--- src/rtl/cnn_window_gen_pkg.sv ---
// Shared defaults, FSM state type and helpers for the stage-2 window generator.
// Latency: n/a (declarations only).
// Backpressure: n/a (declarations only).
package cnn_window_gen_pkg;

    // Stage-2 feature-map geometry and pixel width used as top-level defaults.
    localparam int ST2_IW       = 12;
    localparam int ST2_IH       = 12;
    localparam int DEF_KX       = 5;
    localparam int DEF_KY       = 5;
    localparam int ST2_CONV_IBW = 8;
    localparam int ST2_WIN_BW   = DEF_KX * DEF_KY * ST2_CONV_IBW;

    // S_FILL while the line buffer still lacks KY-1 rows of this frame.
    typedef enum logic {
        S_FILL = 1'b0,
        S_RUN  = 1'b1
    } win_state_t;

    // Counter width for a range of n values, never narrower than one bit.
    function automatic int cnt_w(input int n);
        return (n > 1) ? $clog2(n) : 1;
    endfunction

endpackage

--- src/rtl/cnn_line_buffer.sv ---
// Holds KY-1 rows of IW pixels; column write shifts the column down one row.
// Latency: read is combinational from the addressed column; write lands on the next edge.
// Backpressure: none; a write happens on every cycle the enable is high.
module cnn_line_buffer
    import cnn_window_gen_pkg::*;
#(
    parameter int IW  = ST2_IW,
    parameter int KY  = DEF_KY,
    parameter int IBW = ST2_CONV_IBW
) (
    input  logic                    clk,
    input  logic                    i_wr_en,
    input  logic [cnt_w(IW)-1:0]    i_col,
    input  logic [IBW-1:0]          i_pixel,
    output logic [(KY-1)*IBW-1:0]   o_col
);

    // Row 0 is the previous image row, row KY-2 the oldest one kept.
    logic [IBW-1:0] lb_q [KY-1][IW];
    logic [IBW-1:0] lb_d [KY-1][IW];

    // Shift the addressed column down one row and drop the new pixel into row 0.
    always_comb begin
        lb_d = lb_q;
        if (i_wr_en) begin
            for (int k = KY - 2; k >= 1; k--) begin
                lb_d[k][i_col] = lb_q[k-1][i_col];
            end
            lb_d[0][i_col] = i_pixel;
        end
    end

    // Storage has no reset; stale contents are never observable downstream.
    always_ff @(posedge clk) begin
        lb_q <= lb_d;
    end

    // Combinational read of the addressed column, row k at slice k.
    always_comb begin
        o_col = '0;
        for (int k = 0; k < KY - 1; k++) begin
            o_col[k*IBW +: IBW] = lb_q[k][i_col];
        end
    end

endmodule

--- src/rtl/cnn_window_gen.sv ---
// Raster pixel stream in, every fully populated KX x KY window out, packed for cnn_kernel.
// Latency: pixel accepted at edge N gives its window with o_ot_valid high in cycle N+1.
// Backpressure: none; one pixel per i_in_valid cycle, outputs hold while input is idle.
module cnn_window_gen
    import cnn_window_gen_pkg::*;
#(
    parameter int IW  = ST2_IW,
    parameter int IH  = ST2_IH,
    parameter int KX  = DEF_KX,
    parameter int KY  = DEF_KY,
    parameter int IBW = ST2_CONV_IBW
) (
    input  logic                    clk,
    input  logic                    reset,
    input  logic                    i_in_valid,
    input  logic [IBW-1:0]          i_in_pixel,
    output logic                    o_ot_valid,
    output logic [KX*KY*IBW-1:0]    o_ot_fmap,
    output logic                    o_frame_done
);

    localparam int CW = cnt_w(IW);
    localparam int RW = cnt_w(IH);
    localparam int WB = KX * KY * IBW;

    localparam logic [CW-1:0] COL_LAST  = CW'(IW - 1);
    localparam logic [CW-1:0] COL_WIN0  = CW'(KX - 1);
    localparam logic [RW-1:0] ROW_LAST  = RW'(IH - 1);
    localparam logic [RW-1:0] ROW_FILLN = RW'(KY - 2);

    logic [CW-1:0]          col_q, col_d;
    logic [RW-1:0]          row_q, row_d;
    win_state_t             state_q, state_d;
    logic [WB-1:0]          win_q, win_d;
    logic                   ot_valid_q, ot_valid_d;
    logic                   frame_done_q, frame_done_d;
    logic [(KY-1)*IBW-1:0]  lb_col;
    logic [KY*IBW-1:0]      new_col;
    logic                   end_of_row;
    logic                   end_of_frame;

    cnn_line_buffer #(
        .IW  (IW),
        .KY  (KY),
        .IBW (IBW)
    ) u_line_buffer (
        .clk     (clk),
        .i_wr_en (i_in_valid),
        .i_col   (col_q),
        .i_pixel (i_in_pixel),
        .o_col   (lb_col)
    );

    assign end_of_row   = (col_q == COL_LAST);
    assign end_of_frame = end_of_row && (row_q == ROW_LAST);

    // Raster position of the next pixel; wraps straight into the next frame.
    always_comb begin
        col_d = col_q;
        row_d = row_q;
        if (i_in_valid) begin
            if (end_of_row) begin
                col_d = '0;
                row_d = (row_q == ROW_LAST) ? '0 : row_q + 1'b1;
            end else begin
                col_d = col_q + 1'b1;
            end
        end
    end

    // Fill/run sequencing: run once KY-1 rows are buffered, refill at each frame start.
    always_comb begin
        state_d = state_q;
        if (i_in_valid) begin
            case (state_q)
                S_FILL: if (end_of_row && (row_q == ROW_FILLN)) state_d = S_RUN;
                S_RUN:  if (end_of_frame)                       state_d = S_FILL;
                default:                                        state_d = S_FILL;
            endcase
        end
    end

    // Column entering the window: oldest buffered row at ky=0, live pixel at ky=KY-1.
    always_comb begin
        new_col = '0;
        for (int ky = 0; ky < KY - 1; ky++) begin
            new_col[ky*IBW +: IBW] = lb_col[(KY-2-ky)*IBW +: IBW];
        end
        new_col[(KY-1)*IBW +: IBW] = i_in_pixel;
    end

    // Window shifts left one column per accepted pixel; new column enters at kx=KX-1.
    always_comb begin
        win_d = win_q;
        if (i_in_valid) begin
            for (int ky = 0; ky < KY; ky++) begin
                for (int kx = 0; kx < KX - 1; kx++) begin
                    win_d[(ky*KX+kx)*IBW +: IBW] = win_q[(ky*KX+kx+1)*IBW +: IBW];
                end
            end
            for (int ky = 0; ky < KY; ky++) begin
                win_d[(ky*KX+KX-1)*IBW +: IBW] = new_col[ky*IBW +: IBW];
            end
        end
    end

    // Emit only when every window column lies inside the current row.
    always_comb begin
        ot_valid_d   = i_in_valid && (state_q == S_RUN) && (col_q >= COL_WIN0);
        frame_done_d = ot_valid_d && end_of_frame;
    end

    // State register.
    always_ff @(posedge clk or posedge reset) begin
        if (reset) begin
            state_q <= S_FILL;
        end else begin
            state_q <= state_d;
        end
    end

    // Counters, window and output strobes.
    always_ff @(posedge clk or posedge reset) begin
        if (reset) begin
            col_q        <= '0;
            row_q        <= '0;
            win_q        <= '0;
            ot_valid_q   <= 1'b0;
            frame_done_q <= 1'b0;
        end else begin
            col_q        <= col_d;
            row_q        <= row_d;
            win_q        <= win_d;
            ot_valid_q   <= ot_valid_d;
            frame_done_q <= frame_done_d;
        end
    end

    assign o_ot_valid   = ot_valid_q;
    assign o_ot_fmap    = win_q;
    assign o_frame_done = frame_done_q;

endmodule

--- config.mk ---
export PLATFORM = sky130hd
export DESIGN_NAME = cnn_window_gen
export DESIGN_NICKNAME = d
export VERILOG_FILES = /design/src/rtl/cnn_window_gen_pkg.sv /design/src/rtl/cnn_line_buffer.sv /design/src/rtl/cnn_window_gen.sv
export SDC_FILE = /design/constraint.sdc
export NUM_CORES = 1
export LEC_CHECK = 0
export CORE_MARGIN = 10
export CORE_UTILIZATION = 25
export CTS_BUF_LIST = sky130_fd_sc_hd__clkbuf_16
export CTS_CLUSTER_DIAMETER = 30
export CTS_CLUSTER_SIZE = 25
export DETAILED_ROUTE_END_ITERATION = 10
export DONT_BUFFER_PORTS = 1
export PLACE_DENSITY = 0.39
export SLEW_MARGIN = 10
export SYNTH_ARGS = -nofsm -noshare
export SYNTH_HDL_FRONTEND = slang
export SYNTH_HIERARCHICAL = 1
export SYNTH_SLANG_ARGS = --single-unit
--- constraint.sdc ---
create_clock -name clk -period 8.6 [get_ports clk]
set_input_delay 0.86 -clock clk [delete_from_list [all_inputs] [get_ports clk]]
set_output_delay 0.86 -clock clk [all_outputs]
set_load 0.01 [all_outputs]
* Word-level counts from Yosys, hierarchy flattened
Cells that the tools add are included.
** Cells by class
- $add $sub $neg :: 2
- $lt $le $gt $ge :: 3
- Eq/ne operators :: 3
- Multiplexer cells :: 23
- Bitwise logic cells :: 2
- Reduce and logical (&&, ||, !) cells :: 7
** Operator list (number)
- bitwise mux 96 bit :: 4
- binary-select mux 8 bit (select 4 bit) :: 4
- two-way mux 8 bit :: 9
- demux 8 bit (select 4 bit) :: 1
- adder 4 x 1 -> 4 bit (second input constant) :: 2
- == test 4 bit (second input constant) :: 2
- two-way mux 4 bit :: 2
- logical AND 1 bit :: 6
- greater-or-equal comparator 5 bit (second input constant) :: 1
- < comparator 5 x 1 -> 1 bit (second input constant) :: 1
- NOT 4 -> 5 bit :: 1
- == test 4 x 2 -> 1 bit (second input constant) :: 1
- greater-or-equal comparator 4 x 3 -> 1 bit (second input constant) :: 1
- two-way mux 1 bit :: 2
- case mux 1 bit (2 select lines) :: 1
- AND reduction 2 bit :: 1
- NOT 1 bit :: 1
** Word-level totals
- Register bits :: 595
- Output and inout port bits :: 202
- Logic and storage cells :: 94

* Longest topological paths before layout
- Depth in word-level cells :: 6
- Depth in mapped cells :: 7
- Gate-level depth less buffers :: 4

* By module
The synthesis kept the hierarchy.
** By module, submodules not included
- cnn_line_buffer :: instances 1, cells each 632, area an instance 14569.0 sq um, seq. area each 11531.1 sq um
- cnn_window_gen :: instances 1, cells each 472, area an instance 7912.6 sq um, seq. area each 5280.1 sq um

* Worst setup path after synthesis
OpenSTA, ideal clock, no wires.
- Path kind :: in2reg
- Start :: in i_in_valid
- End :: reg u_line_buffer/lb_q[184] in the netlist's numbering, enable pin
- Setup time :: 461 ps
- Arrival time :: 3538 ps
- Required time :: 8139 ps
- Path slack :: 4601 ps
- Stages :: 2
- Path buffers :: 0
- Cells stage by stage :: or3b_2 > nor3_1
** RTL lines
- start: declaration :: line cnn_window_gen.sv:15 : input logic i_in_valid,
- end signal: assignment :: line cnn_line_buffer.sv:35 : lb_q <= lb_d;
- end: declaration :: line cnn_line_buffer.sv:19 : logic [IBW-1:0] lb_q [KY-1][IW];

==> results.tsv <==
stage	metric	value	unit
run_status	status	finished, final reports clean	
synthesis	Synth cell types	30	
sta	clock skew	33.2	ps
grt	first-pass GRT wire length	85.4	mm
synthesis	Netlist Area Pre-Place	22500	sq um
cts	clock sink count	595	
finish	most frequent cells in the layout	edfxtp_1 (384), dfrtp_1 (209), mux2_2 (203), clkbuf_16 (155), mux4_2 (76)	
drt	first drt pass iteration count	4	
cts	Num CTS Buffers	151	
power	peak supply drop	0.000181	V
floorplanning	Top Ports	213	
floorplanning	Die Wd	320	um
setup_path	critical path class	flop to flop	
finish	commonest non-fill, non-tap cell in the layout	edfxtp_1	
synthesis	Syn Area/Cell	20.4	sq um
cts	root buffer cell	clkbuf_16	
finish	synthesis-to-finish area growth	28.8	%
floorplanning	DIE AREA	102000	sq um
synthesis	yosys warns	6	
drt	vias	10900	
cts	CTS tree	done	
finish	share of cells above drive strength 1	40.4	%
cts	# Post-CTS Setup Buffers	0	
drt	WL final	57.1	mm
floorplanning	Placement Rows	109	
drt	drt wl/cell	22.7	um
cts	clock slew at reported path FFs	40	ps
sta	Fmax	0.294	GHz
finish	post-route insts no fill	2515	
power	Gate power share	16.8	%
power	leakage	10.7	nW
drt	Via density	4.34	
cts	Hold Buf Count CTS	0	
drt	post-route ant nets	0	
power	Switch Pwr	3.76	mW
power	Reg power frac	39.7	%
place	Placer Congestion	0.659	
setup_path	critical path peak fanout	39	
sta	Final Max Tran Viols	0	
synthesis	Post-Synthesis Cells	1104	
floorplanning	Die Ht	320	um
grt	total gr overflow	0	
drt	Remaining DRCs	0	
place	IO buf count	0	
cts	clk buf depth	3	
drt	initial DRC count	575	
grt	Overall Global Routing Usage	11.3	%
finish	fill count	8473	
power	PwrDens	438	nW/um^2
synthesis	post-synthesis sequential area ratio	74.8	%
place	DP Wirelength	30.1	mm
setup_path	WP data arrival	3730	ps
power	sw frac	29.7	%
place	placed instance count	2232	
grt	initial antenna violation count	0	
grt	largest net degree at the start of global routing	213	
sta	setup tns final	0	ps
cts	Clock Latency Late Sink	720	ps
finish	net count reported at finish	1233	
sta	Max-slew headroom	32.9	%
sta	RSZ-0062 raised after global routing	false	
min_path	hold crit path type	input pin to async pin	
setup_path	reg2reg setup slack	5200	ps
sta	period utilization	39.5	%
setup_path	reg2reg end	u_line_buffer/lb_q[353]	
floorplanning	core region area	88800	sq um
power	Internal	8.91	mW
finish	Sequential cell area	16800	sq um
finish	Multi-input gate area	5410	sq um
sta	Slew @ Worst Pin	1010	ps
power	clock network power share	43.5	%
floorplanning	initial core utilization	25.3	%
setup_path	crit start category	flop	
setup_path	required time worst endpoint	8930	ps
job	MaxCap Viol Count	0	
sta	post-layout min period	3400	ps
setup_path	Critical R2R Launch	col_q[0]	
cts	H-Tree Depth	4	
synthesis	syn_nets	1117	
grt	vias in the first global route	12100	
cts	PostCTS Resize Cnt	0	
setup_path	reg2reg path depth	4	
synthesis	number of synthesized register bits	595	
sta	final setup violation count	0	
setup_path	crit path capture type	flop	
sta	final hold vios	0	
metrics by stage:
stage          area [sq um]  power, mW  setup slack (ps)  utilization [%]  hold WS [ps]
5_1_grt               29000       13.4              4880             32.6           141
2_1_floorplan         22500       6.38              1970                -           470
4_1_cts               29000       13.0              5030             32.6           108
3_5_place_dp          23900       7.34              5020             26.9           506
3_3_place_gp          23900       7.29              5000             26.9           499
6_report              29000       12.7              5200             32.6           123
Yosys cell counts:
library cell  number  area share (%)
a21boi_0           1           0.033
a22oi_1           32             1.1
and3_1             1           0.028
and4b_1            2           0.089
buf_1              5           0.083
buf_2             26            0.58
buf_4              8            0.27
buf_6              8            0.40
clkbuf_1          11            0.18
dfrtp_1          211              23
edfxtp_1         384              51
ha_1               2            0.11
inv_1              1           0.017
mux2_2           203              10
mux4_1            20             2.3
mux4_2            76             7.6
nand2_1           75             1.3
nand2b_1           2           0.056
nand3_1            3           0.067
nand3b_1           3            0.10
nand4b_4           1            0.11
nor2_1            14            0.23
nor2b_1            2           0.056
nor3_1             4           0.089
nor3b_1            1           0.033
o21ai_0            4           0.089
o22a_1             1           0.039
or3b_2             1           0.039
or4b_1             1           0.045
xnor2_1            1           0.039
sequential cells by signal, indices dropped and copies added (netlist names):
signal / flops
col_q: 4
o_frame_done: 1
o_ot_fmap: 200
o_ot_valid: 1
row_q: 4
state_q: 1
u_line_buffer/lb_q: 384
layout make-up:
| class | count | area share (%) |
|---|---|---|
| clock inverter | 127 | 4.19 |
| timing repair buffer | 21 | 0.545 |
| inverter | 1 | 0.0389 |
| clock buffer | 155 | 13.4 |
| tap | 1165 | 5.03 |
| multi-input combinational | 450 | 18.7 |
| antenna | 1 | 0.00864 |
| sequential | 595 | 58.1 |
routing by layer:
layer	track usage, %	wire, um	vias to the layer above
met2	18.2	27700	342
li1	-	-	4658
met3	4.58	4540	98
met4	4.33	1260	0
met5	0	0	-
met1	13.4	23700	5825
power by group through the flow:
| stage | Combinational [mW] | Clock (mW) | Sequential, mW |
|---|---|---|---|
| global placement | 2.17 | 0 | 5.13 |
| detailed placement | 2.21 | 0 | 5.13 |
| floorplan | 1.68 | 0 | 4.70 |
| CTS | 2.22 | 5.65 | 5.09 |
| finish | 2.13 | 5.52 | 5.03 |
| global route | 2.37 | 5.84 | 5.18 |
worst max path at each step:
stage	cells past startpoint	endpoint	from	slack, ps
after floorplan	1	col_q[0]	reset	1970
after detailed placement	4	u_line_buffer/lb_q[324]	col_q[0]	5020
final	4	u_line_buffer/lb_q[353]	col_q[0]	5200
after global routing	4	u_line_buffer/lb_q[353]	col_q[0]	4880
after global placement	4	u_line_buffer/lb_q[326]	col_q[0]	5000
after CTS	4	u_line_buffer/lb_q[38]	col_q[0]	5030
worst max-delay path, stage by stage, from the launching register on:
cell     delay (ps)
dfrtp_4         870
buf_4           740
nand3_1         400
nor3_2          410
buf_4           600
kinds of logic (layout without fill, tap and decap cells):
family,count (synthesis),after routing,share of synthesized area (%)
adders and majority gates,2,2,0.111
AOI/OAI and AO/OA,38,38,1.23
muxes,299,299,20.1
buffers and inverters,59,304,1.53
DFF,595,595,74.8
and+or+nand+nor,110,110,2.19
other,0,1,0
xor gates and xnor gates,1,1,0.0390
Note: power is estimated with default switching activity, not from simulation.
